--- src/rtl/mem_stage_pkg.sv ---
// Shared types and default sizing for the MEM pipeline stage in front of the 128x8 data RAM.
package mem_stage_pkg;

    localparam int MEM_ADDR_W = 7;
    localparam int MEM_DATA_W = 8;
    localparam int MEM_TAG_W  = 4;

    localparam logic [MEM_DATA_W-1:0] MEM_INIT_VAL = 8'h00;

    typedef enum logic [1:0] {
        INIT,
        EMPTY,
        FULL
    } mem_state_t;

    typedef struct packed {
        logic [MEM_DATA_W-1:0] data;
        logic [MEM_TAG_W-1:0]  rd;
        logic                  load;
    } mem_result_t;

endpackage

--- src/rtl/mem_init_sweep.sv ---
// Post-reset RAM clear: walks every address once, one write per cycle, then raises done.
module mem_init_sweep
    import mem_stage_pkg::*;
#(
    parameter int ADDR_W = MEM_ADDR_W
) (
    input  logic              clk,
    input  logic              rst,
    output logic [ADDR_W-1:0] addr_o,
    output logic              we_o,
    output logic              last_o,
    output logic              done_o
);

    logic [ADDR_W-1:0] count_q;
    logic              done_q;

    assign addr_o = count_q;
    assign we_o   = ~done_q;
    assign done_o = done_q;
    assign last_o = ~done_q && (count_q == {ADDR_W{1'b1}});

    // Counter freezes in meaning once done is set; its value is no longer observed.
    always_ff @(posedge clk) begin
        if (rst) begin
            count_q <= '0;
            done_q  <= 1'b0;
        end else if (!done_q) begin
            count_q <= count_q + 1'b1;
            if (last_o) begin
                done_q <= 1'b1;
            end
        end
    end

endmodule

--- src/rtl/mem_access_stage.sv ---
// MEM stage: zero-fills the data RAM after reset, then runs load/store ops with a one-entry result register.
// Optional load/store counters are enabled with `define MEM_ACCESS_CNT_EN.
module mem_access_stage
    import mem_stage_pkg::*;
#(
    parameter int                ADDR_W   = MEM_ADDR_W,
    parameter int                DATA_W   = MEM_DATA_W,
    parameter int                TAG_W    = MEM_TAG_W,
    parameter logic [DATA_W-1:0] INIT_VAL = MEM_INIT_VAL
) (
    input  logic              clk,
    input  logic              rst,
    input  logic              in_valid,
    output logic              in_ready,
    input  logic              in_we,
    input  logic [ADDR_W-1:0] in_addr,
    input  logic [DATA_W-1:0] in_wdata,
    input  logic [TAG_W-1:0]  in_rd,
    output logic [DATA_W-1:0] ram_data,
    output logic [ADDR_W-1:0] ram_addr,
    output logic              ram_en,
    input  logic [DATA_W-1:0] ram_out,
    output logic              out_valid,
    input  logic              out_ready,
    output logic [DATA_W-1:0] out_data,
    output logic [TAG_W-1:0]  out_rd,
    output logic              out_load,
    output logic              init_done
`ifdef MEM_ACCESS_CNT_EN
    ,
    output logic [15:0]       load_cnt,
    output logic [15:0]       store_cnt
`endif
);

    mem_state_t        state_q;
    mem_result_t       res_q;
    mem_result_t       res_d;
    logic [ADDR_W-1:0] sweepAddr;
    logic              sweepWe;
    logic              sweepLast;
    logic              sweepDone;
    logic              accept;

    mem_init_sweep #(
        .ADDR_W (ADDR_W)
    ) u_sweep (
        .clk    (clk),
        .rst    (rst),
        .addr_o (sweepAddr),
        .we_o   (sweepWe),
        .last_o (sweepLast),
        .done_o (sweepDone)
    );

    // No skid buffer: a full result register only frees up in the cycle WB takes it.
    assign in_ready = (state_q == EMPTY) || ((state_q == FULL) && out_ready);
    assign accept   = in_valid && in_ready;

    always_comb begin
        ram_en   = accept & in_we;
        ram_addr = in_addr;
        ram_data = in_wdata;
        if (state_q == INIT) begin
            ram_en   = sweepWe;
            ram_addr = sweepAddr;
            ram_data = INIT_VAL;
        end
    end

    always_comb begin
        res_d      = '0;
        res_d.data = in_we ? in_wdata : ram_out;
        res_d.rd   = in_rd;
        res_d.load = ~in_we;
    end

    always_ff @(posedge clk) begin
        if (rst) begin
            state_q <= INIT;
            res_q   <= '0;
        end else begin
            case (state_q)
                INIT: begin
                    if (sweepLast) begin
                        state_q <= EMPTY;
                    end
                end
                EMPTY: begin
                    if (accept) begin
                        state_q <= FULL;
                        res_q   <= res_d;
                    end
                end
                FULL: begin
                    if (out_ready) begin
                        if (accept) begin
                            res_q <= res_d;
                        end else begin
                            state_q <= EMPTY;
                        end
                    end
                end
                default: state_q <= INIT;
            endcase
        end
    end

    assign out_valid = (state_q == FULL);
    assign out_data  = res_q.data;
    assign out_rd    = res_q.rd;
    assign out_load  = res_q.load;
    assign init_done = sweepDone;

`ifdef MEM_ACCESS_CNT_EN
    logic [15:0] load_cnt_q;
    logic [15:0] store_cnt_q;

    // Sweep writes never count: accept is held low throughout INIT.
    always_ff @(posedge clk) begin
        if (rst) begin
            load_cnt_q  <= '0;
            store_cnt_q <= '0;
        end else if (accept) begin
            if (in_we && (store_cnt_q != 16'hFFFF)) begin
                store_cnt_q <= store_cnt_q + 16'd1;
            end
            if (!in_we && (load_cnt_q != 16'hFFFF)) begin
                load_cnt_q <= load_cnt_q + 16'd1;
            end
        end
    end

    assign load_cnt  = load_cnt_q;
    assign store_cnt = store_cnt_q;
`endif

endmodule

--- config.mk ---
export PLATFORM = sky130hd
export DESIGN_NAME = mem_access_stage
export DESIGN_NICKNAME = d
export VERILOG_FILES = /design/src/rtl/mem_stage_pkg.sv /design/src/rtl/mem_init_sweep.sv /design/src/rtl/mem_access_stage.sv
export SDC_FILE = /design/constraint.sdc
export NUM_CORES = 1
export LEC_CHECK = 0
export ABC_AREA = 1
export CORE_ASPECT_RATIO = 1.1
export CORE_MARGIN = 5
export CORE_UTILIZATION = 43
export CTS_BUF_LIST = sky130_fd_sc_hd__clkbuf_16
export DETAILED_ROUTE_END_ITERATION = 7
export GPL_ROUTABILITY_DRIVEN = 0
export PLACE_DENSITY = 0.95
export SYNTH_ARGS = -nofsm -noshare
export SYNTH_HDL_FRONTEND = slang
export SYNTH_SLANG_ARGS = --single-unit
--- constraint.sdc ---
create_clock -name clk -period 2.95 [get_ports clk]
set_input_delay 0.295 -clock clk [delete_from_list [all_inputs] [get_ports clk]]
set_output_delay 0.295 -clock clk [all_outputs]
set_load 0.02 [all_outputs]
==> results of run 1 <==
-- cells by family after synthesis --
kind of cell | share of synthesized area, %
buffers and inverters | 14.6
and+or+nand+nor | 32.7
DFF | 35.3
adders and majority gates | 0.960
AOI/OAI and AO/OA | 16.4
-- where the power goes --
part / switching, mW / internal (mW) / total, mW
Combinational: 0.0391 / 0.0542 / 0.0934
Sequential: 0.00425 / 0.314 / 0.318
Clock: 0.110 / 0.182 / 0.293
Total: 0.154 / 0.551 / 0.704
-- routing by layer --
layer | GRT usage (%) | vias to the layer above
met1 | 19.1 | 592
met2 | 29.1 | 42
met3 | 3.66 | 5
met4 | 4.51 | 0
met5 | 0 | -
li1 | - | 728
-- critical path: stages, from the launching register on --
cell and delay [ps]:
dfxtp_1 380, inv_1 90, nand2_1 360, inv_1 320, nor2_1 160, clkdlybuf4s50_1 630
-- Yosys cell counts, drive strengths merged --
cell type / number / area share, %
ha: 1 / 0.96
a31oi: 1 / 0.48
dfxtp: 23 / 35
o21ai: 16 / 6.1
inv: 30 / 8.6
nand4: 1 / 0.48
nand3: 17 / 6.5
nand2: 50 / 17
buf: 10 / 5.9
nor2: 26 / 7.5
nor3: 2 / 0.77
a21oi: 18 / 9.8
-- registers in the layout, summed over array words and instances, names as in the netlist --
signal	flops
out_data	8
u_sweep.addr_o	7
out_rd	4
state_q	2
out_load	1
u_sweep.done_o	1
-- worst paths after layout --
check,cells after the start,end
worst max-delay path,5,ram_data[1]
worst min-delay path,2,out_data[5]
worst min register to register,2,out_data[5]
worst max register to register,6,state_q[0]
-- layout make-up --
class	count	area (sq um)	share of cell area, %
Clock buffer	3	75.1	3.75
Clock inverter	1	5.00	0.250
Inverter	30	113	5.63
Multi-Input combinational cell	132	653	32.6
Sequential cell	23	460	23.0
Tap cell	34	42.5	2.13
Timing Repair Buffer	66	653	32.6
-- through the flow --
stage	power (mW)	cells	utilization, %	setup slack, ps	hold WS [ps]
2_1_floorplan	0.362	195	-	1500	458
3_3_place_gp	0.417	285	64.2	678	453
3_5_place_dp	0.418	285	64.2	652	456
4_1_cts	0.711	289	66.8	454	466
5_1_grt	0.734	289	66.8	314	481
6_report	0.704	289	66.8	461	464
==> metrics.csv, run 1 <==
metric;value;unit
clk_latency;250;ps
die_w;62.5;microns
p_per_area;352;mW/mm^2
clkTransAtPathRegs;60;ps
coreArea;0.00300;sq mm
drc;0;
ys_seq_elements;23;
totalWireLength;3.45;mm
wl_per_cell;11.9;microns
io_buffers;63;
first_pass_iters;4;
fin_crit_sh;84.4;%
synth.yosys.seq_area_share;35.3;%
htree_levels;1;
nNetsFinal;289;
grt-ovfl-total;0;
highest_layer;met4;
endpoint_kind;output port;
rows;21;
peakVddDrop;232;uV
dieArea;0.00423;sq mm
vias_per_cell;4.73;
grt_pass1_wl;5.55;mm
drv_cap;0;
cts.path.max_buffers;2;
worstSetupStartpointType;flip-flop;
num_vias;1367;
drive_gt1_share;11.8;%
fmax;402;MHz
grt_pass1_vias;1284;
antenna_found_initial;0;
hp-class;reg -> reg;
postPlaceCellArea;0.00192;sq mm
crit_start;state_q[1];
tritoncts;yes;
grt.total_usage;16.1;%
syn_inst;195;
grt_max_degree;19;
syn_area;0.00130;sq mm
arrival;2190;ps
mostFrequentLayoutCell;clkdlybuf4s50_1;
die_h;67.8;microns
first_iter_violations;45;
tightestPinTransition;457;ps
postCtsHoldBufs;0;
r2r-start;state_q[1];
leakage;0.811;nW
rrSetupSlack;1440;ps
dpl.hpwl;2.64;mm
cts_resized;0;
min_period;2490;ps
critPathMaxFanout;15;
n_fill_cell;260;
ant_nets;0;
cts_sinks;23;
postSynthAreaPerCell;6.69;sq um
maxSlewHeadroom;69.5;%
cts_inserted_buffers;3;
start_util;43.5;%
final_cell_mix;clkdlybuf4s50_1 (63), nand2_1 (38), inv_1 (29), nor2_1 (26), dfxtp_1 (23);
yosysUniqueCellTypes;19;
path_class;reg -> out;
wl_met3;236;microns
min_from;out_data[5];
synth_nets;228;
insertedDiodeCount;0;
fin_area;0.00200;sq mm
wl_met1;1.45;mm
hold_viol;0;
io_pins;64;
status;finished clean;
skew;3.98;ps
cts_setup_buffers;0;
required;2650;ps
yosys_warnings;0;
rsz0062_at_grt;no;
setup_viol;0;
clockRootBuffer;clkbuf_16;
fin_tns_setup;0;ps
drv_slew;0;
synthToLayoutAreaGrowth;53.6;%
wl_met2;1.73;mm
Power figures use the tool's default switching activity.
==> run 2: changes to the inputs <==
--- a/config.mk
+++ b/config.mk
@@ -8,11 +8,11 @@
 export ABC_AREA = 1
 export CORE_ASPECT_RATIO = 1.1
 export CORE_MARGIN = 5
-export CORE_UTILIZATION = 43
+export CORE_UTILIZATION = 36
 export CTS_BUF_LIST = sky130_fd_sc_hd__clkbuf_16
 export DETAILED_ROUTE_END_ITERATION = 7
 export GPL_ROUTABILITY_DRIVEN = 0
-export PLACE_DENSITY = 0.95
+export PLACE_DENSITY = 0.88
 export SYNTH_ARGS = -nofsm -noshare
 export SYNTH_HDL_FRONTEND = slang
 export SYNTH_SLANG_ARGS = --single-unit
==> constraint.sdc (replaced) <==
create_clock -name clk -period 2.1 [get_ports clk]
set_input_delay 0.21 -clock clk [delete_from_list [all_inputs] [get_ports clk]]
set_output_delay 0.21 -clock clk [all_outputs]
set_load 0.02 [all_outputs]
==> run 2 against run 1 <==
  * Power is 39% higher
  * Flip-flop and latch count stayed put
  * Via count is 6.7% higher
  * Count of clock-buffer cells in the layout stayed put
  * Sequential share of layout area is 0.96 points lower
  * Die area is 16% higher
  * Core utilization is 8.3 points lower
  * Sequential power is 41% higher
  * First-iteration DRC count is 110% higher
  * Critical path depth stayed put
  * Critical path type unchanged
  * Critical endpoint is now ram_data[5]
  * Largest cell class is now buffers
==> metrics.csv, run 2 (same netlist as run 1, synthesis figures left out) <==
metric;value;unit
status;finished clean;
path_delay_family;buffers and inverters;
grt.total_usage;15.5;%
first_pass_iters;4;
leakage;0.968;nW
tritoncts;yes;
clockRootBuffer;clkbuf_16;
cts_inserted_buffers;3;
final_cell_mix;clkdlybuf4s50_1 (52), nand2_1 (37), inv_1 (29), nor2_1 (26), dfxtp_1 (23);
rsz0062_at_grt;no;
die_w;67.4;microns
num_vias;1458;
mostFrequentLayoutCell;clkdlybuf4s50_1;
grt_pass1_wl;5.92;mm
peakVddDrop;327;uV
critPathMaxFanout;7;
drv_cap;0;
drc;0;
multi_input_area;661;sq um
clk_latency;250;ps
tightestPinTransition;254;ps
required;1890;ps
io_buffers;63;
grt-ovfl-total;0;
cts_sinks;23;
fin_crit_sh;95.7;%
fmax;498;MHz
largest_register_ffs;8;
drv_slew;0;
htree_levels;1;
post-place-ws;116;ps
n_fill_cell;344;
slowest_stage;clkdlybuf4s50_1;
min_from;out_data[7];
max_stage_delay;610;ps
seq_area;460;sq um
drive_gt1_share;14.2;%
r2r-start;state_q[1];
hold_viol;0;
fin_tns_setup;0;ps
endpoint_kind;output port;
grt_max_degree;18;
dieArea;0.00493;sq mm
wl_per_cell;11.5;microns
clkTransAtPathRegs;60;ps
coreArea;0.00357;sq mm
crit_start;state_q[1];
hold_slack;464;ps
min_period;2010;ps
grt_pass1_vias;1425;
maxSlewHeadroom;82.9;%
worstSetupStartpointType;flip-flop;
insertedDiodeCount;0;
rows;23;
path_class;reg -> out;
setup_ws;90.6;ps
cts.path.max_buffers;2;
first_iter_violations;94;
io_pins;64;
hp-class;reg -> reg;
p_per_area;469;mW/mm^2
nNetsFinal;295;
place_inst;303;
dpl.hpwl;2.74;mm
arrival;1800;ps
synthToLayoutAreaGrowth;60.3;%
antenna_found_initial;0;
crit_chain;inv_1, nand2_4, clkinvlp_4, nor2_1, clkdlybuf4s50_1;
vias_per_cell;4.69;
skew;3.79;ps
setup_viol;0;
cp.buffers_inverters;3;
die_h;73.1;microns
fin_cells;311;
start_util;36.5;%
totalWireLength;3.59;mm
ant_nets;0;
total_power;0.979;mW
## run 2: changes by cell type in the layout (fill, tap and decap cells not counted)
cell / delta
nand2_4: +1
buf_4: +5
clkinvlp_4: +2
dlygate4sd2_1: +4
clkinv_2: -1
clkdlybuf4s50_1: -11
nand2_1: -1
dlymetal6s2s_1: +7
## run 2: final timing paths
kind | end | slack, ps | cells past startpoint
setup / recovery | ram_data[5] | 90 | 5
hold / removal | out_data[7] | 460 | 2
setup reg to reg | out_data[5] | 810 | 7
hold reg to reg | out_data[7] | 460 | 2
## run 2: metal layers
metal	vias up	part of all wire (%)	global-route usage (%)	wire [microns]
li1	739	-	-	-
met1	658	41	16.9	1460
met2	55	48	28.9	1720
met3	6	9.4	4.16	336
met4	0	1.8	4.05	65
met5	-	0	0	0
## run 2: area by class of cell
class | count | area share, %
repair buffers | 71 | 33.7
multi-input cells | 132 | 31.6
flip-flops and latches | 23 | 22.0
inverters | 30 | 5.57
clock buffers | 3 | 3.59
well taps | 50 | 2.99
repair inverters | 1 | 0.359
clock inverters | 1 | 0.180
## run 2: what timing repair did
action                                  4_1_cts  5_1_grt
gates cloned                                  1        0
buffers inserted                              0        3
endpoints found under the setup margin       11       10
hold buffers                                  0        0
gates resized for setup                       7        8
## run 2: power by group
group	total [mW]	leakage, nW	internal [mW]	switching, mW
clock	0.402	0.0423	0.254	0.148
combinational	0.131	0.740	0.0754	0.0551
sequential	0.447	0.186	0.441	0.00549
## run 2: worst reg2reg max path, cell delays in order (launching register included)
cell and delay, ps:
dfxtp_1 380, inv_1 110, nand2_1 110, nand2_4 60, buf_4 190, nand2_4 180
nand2_2 70, a21oi_2 120
## run 2: stage by stage
step           utilization [%]  cell area, sq um
2_1_floorplan                -              1300
3_3_place_gp              54.8              1960
3_5_place_dp              54.8              1960
4_1_cts                   57.3              2040
5_1_grt                   58.6              2090
6_report                  58.6              2090
==> run 3: changes to the inputs <==
--- a/config.mk
+++ b/config.mk
@@ -6,13 +6,16 @@
 export NUM_CORES = 1
 export LEC_CHECK = 0
 export ABC_AREA = 1
+export CAP_MARGIN = 10
+export CELL_PAD_IN_SITES_DETAIL_PLACEMENT = 0
+export CELL_PAD_IN_SITES_GLOBAL_PLACEMENT = 1
 export CORE_ASPECT_RATIO = 1.1
 export CORE_MARGIN = 5
-export CORE_UTILIZATION = 36
+export CORE_UTILIZATION = 24
 export CTS_BUF_LIST = sky130_fd_sc_hd__clkbuf_16
 export DETAILED_ROUTE_END_ITERATION = 7
 export GPL_ROUTABILITY_DRIVEN = 0
-export PLACE_DENSITY = 0.88
+export PLACE_DENSITY = 0.87
 export SYNTH_ARGS = -nofsm -noshare
 export SYNTH_HDL_FRONTEND = slang
 export SYNTH_SLANG_ARGS = --single-unit
==> run 3 against run 2 <==
  * Count of clock-buffer cells in the layout did not move
  * Critical path depth rose by 1
  * Sequential power barely moved
  * Routed wire length rose by 1.9%
  * Critical path type is now in -> out
==> metrics.csv, run 3 (same netlist as run 1, synthesis figures left out) <==
metric;value;unit
status;finished clean;
p_comb_share;13.3;%
worstSetupStartpointType;input pin;
highest_layer;met3;
ant_nets;0;
insertedDiodeCount;0;
first_pass_iters;5;
coreArea;0.00533;sq mm
seq_area;460;sq um
wl_met3;340;microns
synthToLayoutAreaGrowth;62.1;%
endpoint_kind;output port;
maxSlewHeadroom;82.9;%
postPlaceCellArea;0.00199;sq mm
cts_inserted_buffers;3;
power.share.clock;41.1;%
finish.utilization;39.7;%
leakage;1.06;nW
totalWireLength;3.65;mm
fin_tns_setup;0;ps
start_util;24.5;%
wl_met1;1.63;mm
grt_pass1_wl;5.88;mm
p_per_area;463;mW/mm^2
die_h;87.3;microns
fmax;501;MHz
rsz0062_at_grt;no;
grt-ovfl-total;0;
setup_viol;0;
io_pins;64;
arrival;1790;ps
mostFrequentLayoutCell;clkdlybuf4s50_1;
multi_input_area;656;sq um
drive_gt1_share;13.2;%
fin_area;0.00211;sq mm
place_inst;328;
skew;1.85;ps
wl_met2;1.69;mm
cts.path.max_buffers;2;
hold_viol;0;
vias_per_cell;4.20;
htree_levels;1;
tritoncts;yes;
drv_slew;0;
nNetsFinal;292;
largest_register_ffs;8;
dieArea;0.00701;sq mm
dpl.hpwl;2.73;mm
grt_max_degree;18;
peakVddDrop;340;uV
wl_per_cell;11.0;microns
cts_setup_buffers;0;
tightestPinTransition;256;ps
clkTransAtPathRegs;60;ps
antenna_found_initial;0;
min_period;2000;ps
required;1890;ps
grt.total_usage;10.5;%
clk_latency;250;ps
swShare;21.3;%
drc;0;
hp-class;reg -> reg;
power_switching;0.209;mW
num_vias;1397;
p_int;0.770;mW
total_power;0.979;mW
first_iter_violations;64;
drv_cap;0;
p_seq_share;45.7;%
io_buffers;63;
die_w;80.3;microns
fin_crit_sh;95.0;%
path_class;in -> out;
clockRootBuffer;clkbuf_16;
final_cell_mix;clkdlybuf4s50_1 (50), nand2_1 (37), inv_1 (29), nor2_1 (26), dfxtp_1 (23);
grt_pass1_vias;1303;
n_fill_cell;571;
fin_cells;333;
critPathMaxFanout;2;
rows;28;
cts_sinks;23;
run 3: changes by cell type in the layout (fill, tap and decap cells not counted):
cell / previous run / this run
buf_4: 8 / 5
clkdlybuf4s50_1: 52 / 50
dlygate4sd2_1: 4 / 0
dlymetal6s2s_1: 7 / 13
nand2_2: 10 / 11
nand2_4: 3 / 2
run 3: worst paths after layout:
kind / startpoint / end / slack (ps) / cells after the start
worst min-delay path: out_data[5] / out_data[5] / 460 / 2
worst max-delay path: out_ready / ram_en / 100 / 6
worst max register to register: state_q[1] / out_data[7] / 850 / 7
worst min register to register: out_data[5] / out_data[5] / 460 / 2
run 3: area by class of cell:
class,count,share of cell area (%)
Timing Repair Buffer,68,33.2
Multi-Input combinational cell,132,31.0
Sequential cell,23,21.8
Inverter,30,5.51
Tap cell,75,4.44
Clock buffer,3,3.55
Timing Repair inverter,1,0.355
Clock inverter,1,0.178
run 3: timing repair:
action	4_1_cts	5_1_grt
setup endpoints to repair	1	15
gates cloned	0	1
hold buffers	0	0
gates resized for setup	0	16
run 3: worst max-delay path: stages:
cell and delay [ps]:
clkdlybuf4s50_1 480, nand3_1 120, nand2_4 70, nand3_1 80
a21oi_1 180, clkdlybuf4s50_1 640
run 3: through the flow:
| step | hold WS, ps | setup WS (ps) |
|---|---|---|
| floorplan | 375 | 733 |
| global placement | 454 | 84.1 |
| detailed placement | 456 | 117 |
| CTS | 467 | -4.57 |
| global route | 480 | 7.30 |
| finish | 463 | 105 |
run 3: layer usage:
| metal | up-vias | track usage (%) |
|---|---|---|
| met5 | - | 0 |
| met1 | 618 | 13.2 |
| met3 | 0 | 3.93 |
| met2 | 45 | 17.4 |
| met4 | 0 | 1.38 |
| li1 | 734 | - |
run 3: power by group through the flow:
| stage | Combinational (mW) | Sequential (mW) | Clock (mW) |
|---|---|---|---|
| final | 0.130 | 0.447 | 0.402 |
| after CTS | 0.133 | 0.447 | 0.416 |
| after floorplan | 0.0535 | 0.455 | 0 |
| after global routing | 0.143 | 0.447 | 0.433 |
| after global placement | 0.131 | 0.456 | 0 |
| after detailed placement | 0.131 | 0.456 | 0 |
==> RTL change: new RTL, flow settings as in run 3 <==
The option `MEM_ACCESS_CNT_EN` is turned on by a define.
--- a/src/rtl/mem_access_stage.sv
+++ b/src/rtl/mem_access_stage.sv
@@ -2,2 +2,4 @@
 // Optional load/store counters are enabled with `define MEM_ACCESS_CNT_EN.
+`define MEM_ACCESS_CNT_EN
+
 module mem_access_stage
Function (old outputs only; new: load_cnt and store_cnt): kept (Yosys induction, for registers that start in step).
==> RTL change against run 3 <==
Critical path depth decreased by 1; critical path type is now reg2out; final cell count increased by 120%; critical endpoint is now ram_addr[6]; sequential cell count increased by 32; power increased by 100%; wire length increased to 2.6 times the old value; first-iteration DRC count increased by 120%; area after synthesis increased by 150%; largest power group unchanged; setup slack improved by 22 ps; cell area increased by 110%.
==> RTL change: results (changes against run 3) <==
Outcome
  – Status: finished clean

Placement
  – Post-DP HPWL: 7.389 mm (+170%)
  – Placed cell areas: 0.004340 mm² (+120%)
  – Place WS: 124.3 ps (+6.883 ps)
  – I/O Buffers: 95 (+51%)

Global routing
  – Met3 Use GR: 0.02238 (-0.01695)
  – GR Layer Usage met1: 0.1400 (+0.007846)
  – First-pass GRT wire length: 15.31 mm (+160%)
  – Met2 GRT Util: 0.2206 (+0.04662)

Drt
  – Detailed Route Iter0 Violations: 142 (+120%)
  – Top sig layer: met4
  – DRT Pass-1 Iters: 4 (-1)
  – Met2 WL post-DR: 5.039 mm (+200%)
  – Met3 Routed Length: 351 µm (+3.2%)
  – Via-to-Cell Ratio: 4.569 (+8.9%)

Synth
  – Adder-cell share of the synthesized area: 0.01174 (+0.002145)
  – Synth Area in XOR/XNOR: 0.01644 (+0.01644)
  – Synth top area cells: dfxtp_1 34%, nand2_1 17%, nor2_1 7.9%
  – Yosys cell types: 32 (+13)
  – Net count after synthesis: 518 (+130%)
  – Avg Cell Area, Syn: 6.619 µm² (-1.0%)
  – Compound-Gate Fraction of Synth Area: 0.1245 (-0.03965)

Critical path
  – Flop-to-flop setup slack: 370 ps (-480 ps)
  – R2R Path Start: load_cnt[0]
  – Reg2Reg Depth: 9 (+2)
  – Reg2reg end: load_cnt[0]
  – Critical Path Fanout Max: 11 (+9)
  – Critical Path Source: state_q[0]

Layout
  – Ratio of cells with drive above 1 in the final layout: 0.08763 (-0.04415)
  – Fillers: 1407 (+150%)
  – NumNets Final: 616 (+110%)

Clocking
  – Clock latency at the later pin of the worst-skew pair: 290 ps (+40 ps)
  – CTS Buf Count: 5 (+2)
  – H-tree Lvls: 2 (+1)

Power
  – Sw Ratio: 0.2242 (+0.01117)
  – Power Clock: 0.000822 W (+100%)
  – Max rail drop VDD: 0.2914 mV (-14%)

STA
  – Minimum hold slack: 473.3 ps (+10.51 ps)
## RTL change: cell types whose count changed after synthesis, moves of 13 or more
cell / before / now
a21oi_1: 8 / 27
dfxtp_1: 23 / 55
nor2_1: 26 / 67
nand2_1: 38 / 147
nand3_1: 17 / 30
inv_1: 29 / 42
## RTL change: area by class of cell
class / instances / area, µm² / area share
multi-input cells: 369 / 1847 / 0.4122
well taps: 161 / 201.4 / 0.04496
repair buffers: 104 / 1018 / 0.2273
inverters: 46 / 172.7 / 0.03854
flip-flops and latches: 55 / 1101 / 0.2457
clock inverters: 3 / 15.01 / 0.003351
clock buffers: 5 / 125.1 / 0.02793
## RTL change: worst max path at each step
stage	to	slack, ps	depth (start not counted)
after CTS	ram_addr[5]	20	5
after floorplan	load_cnt[13]	420	10
after detailed placement	ram_en	120	6
after global routing	ram_addr[0]	10	4
after global placement	ram_en	150	6
final	ram_addr[6]	130	5
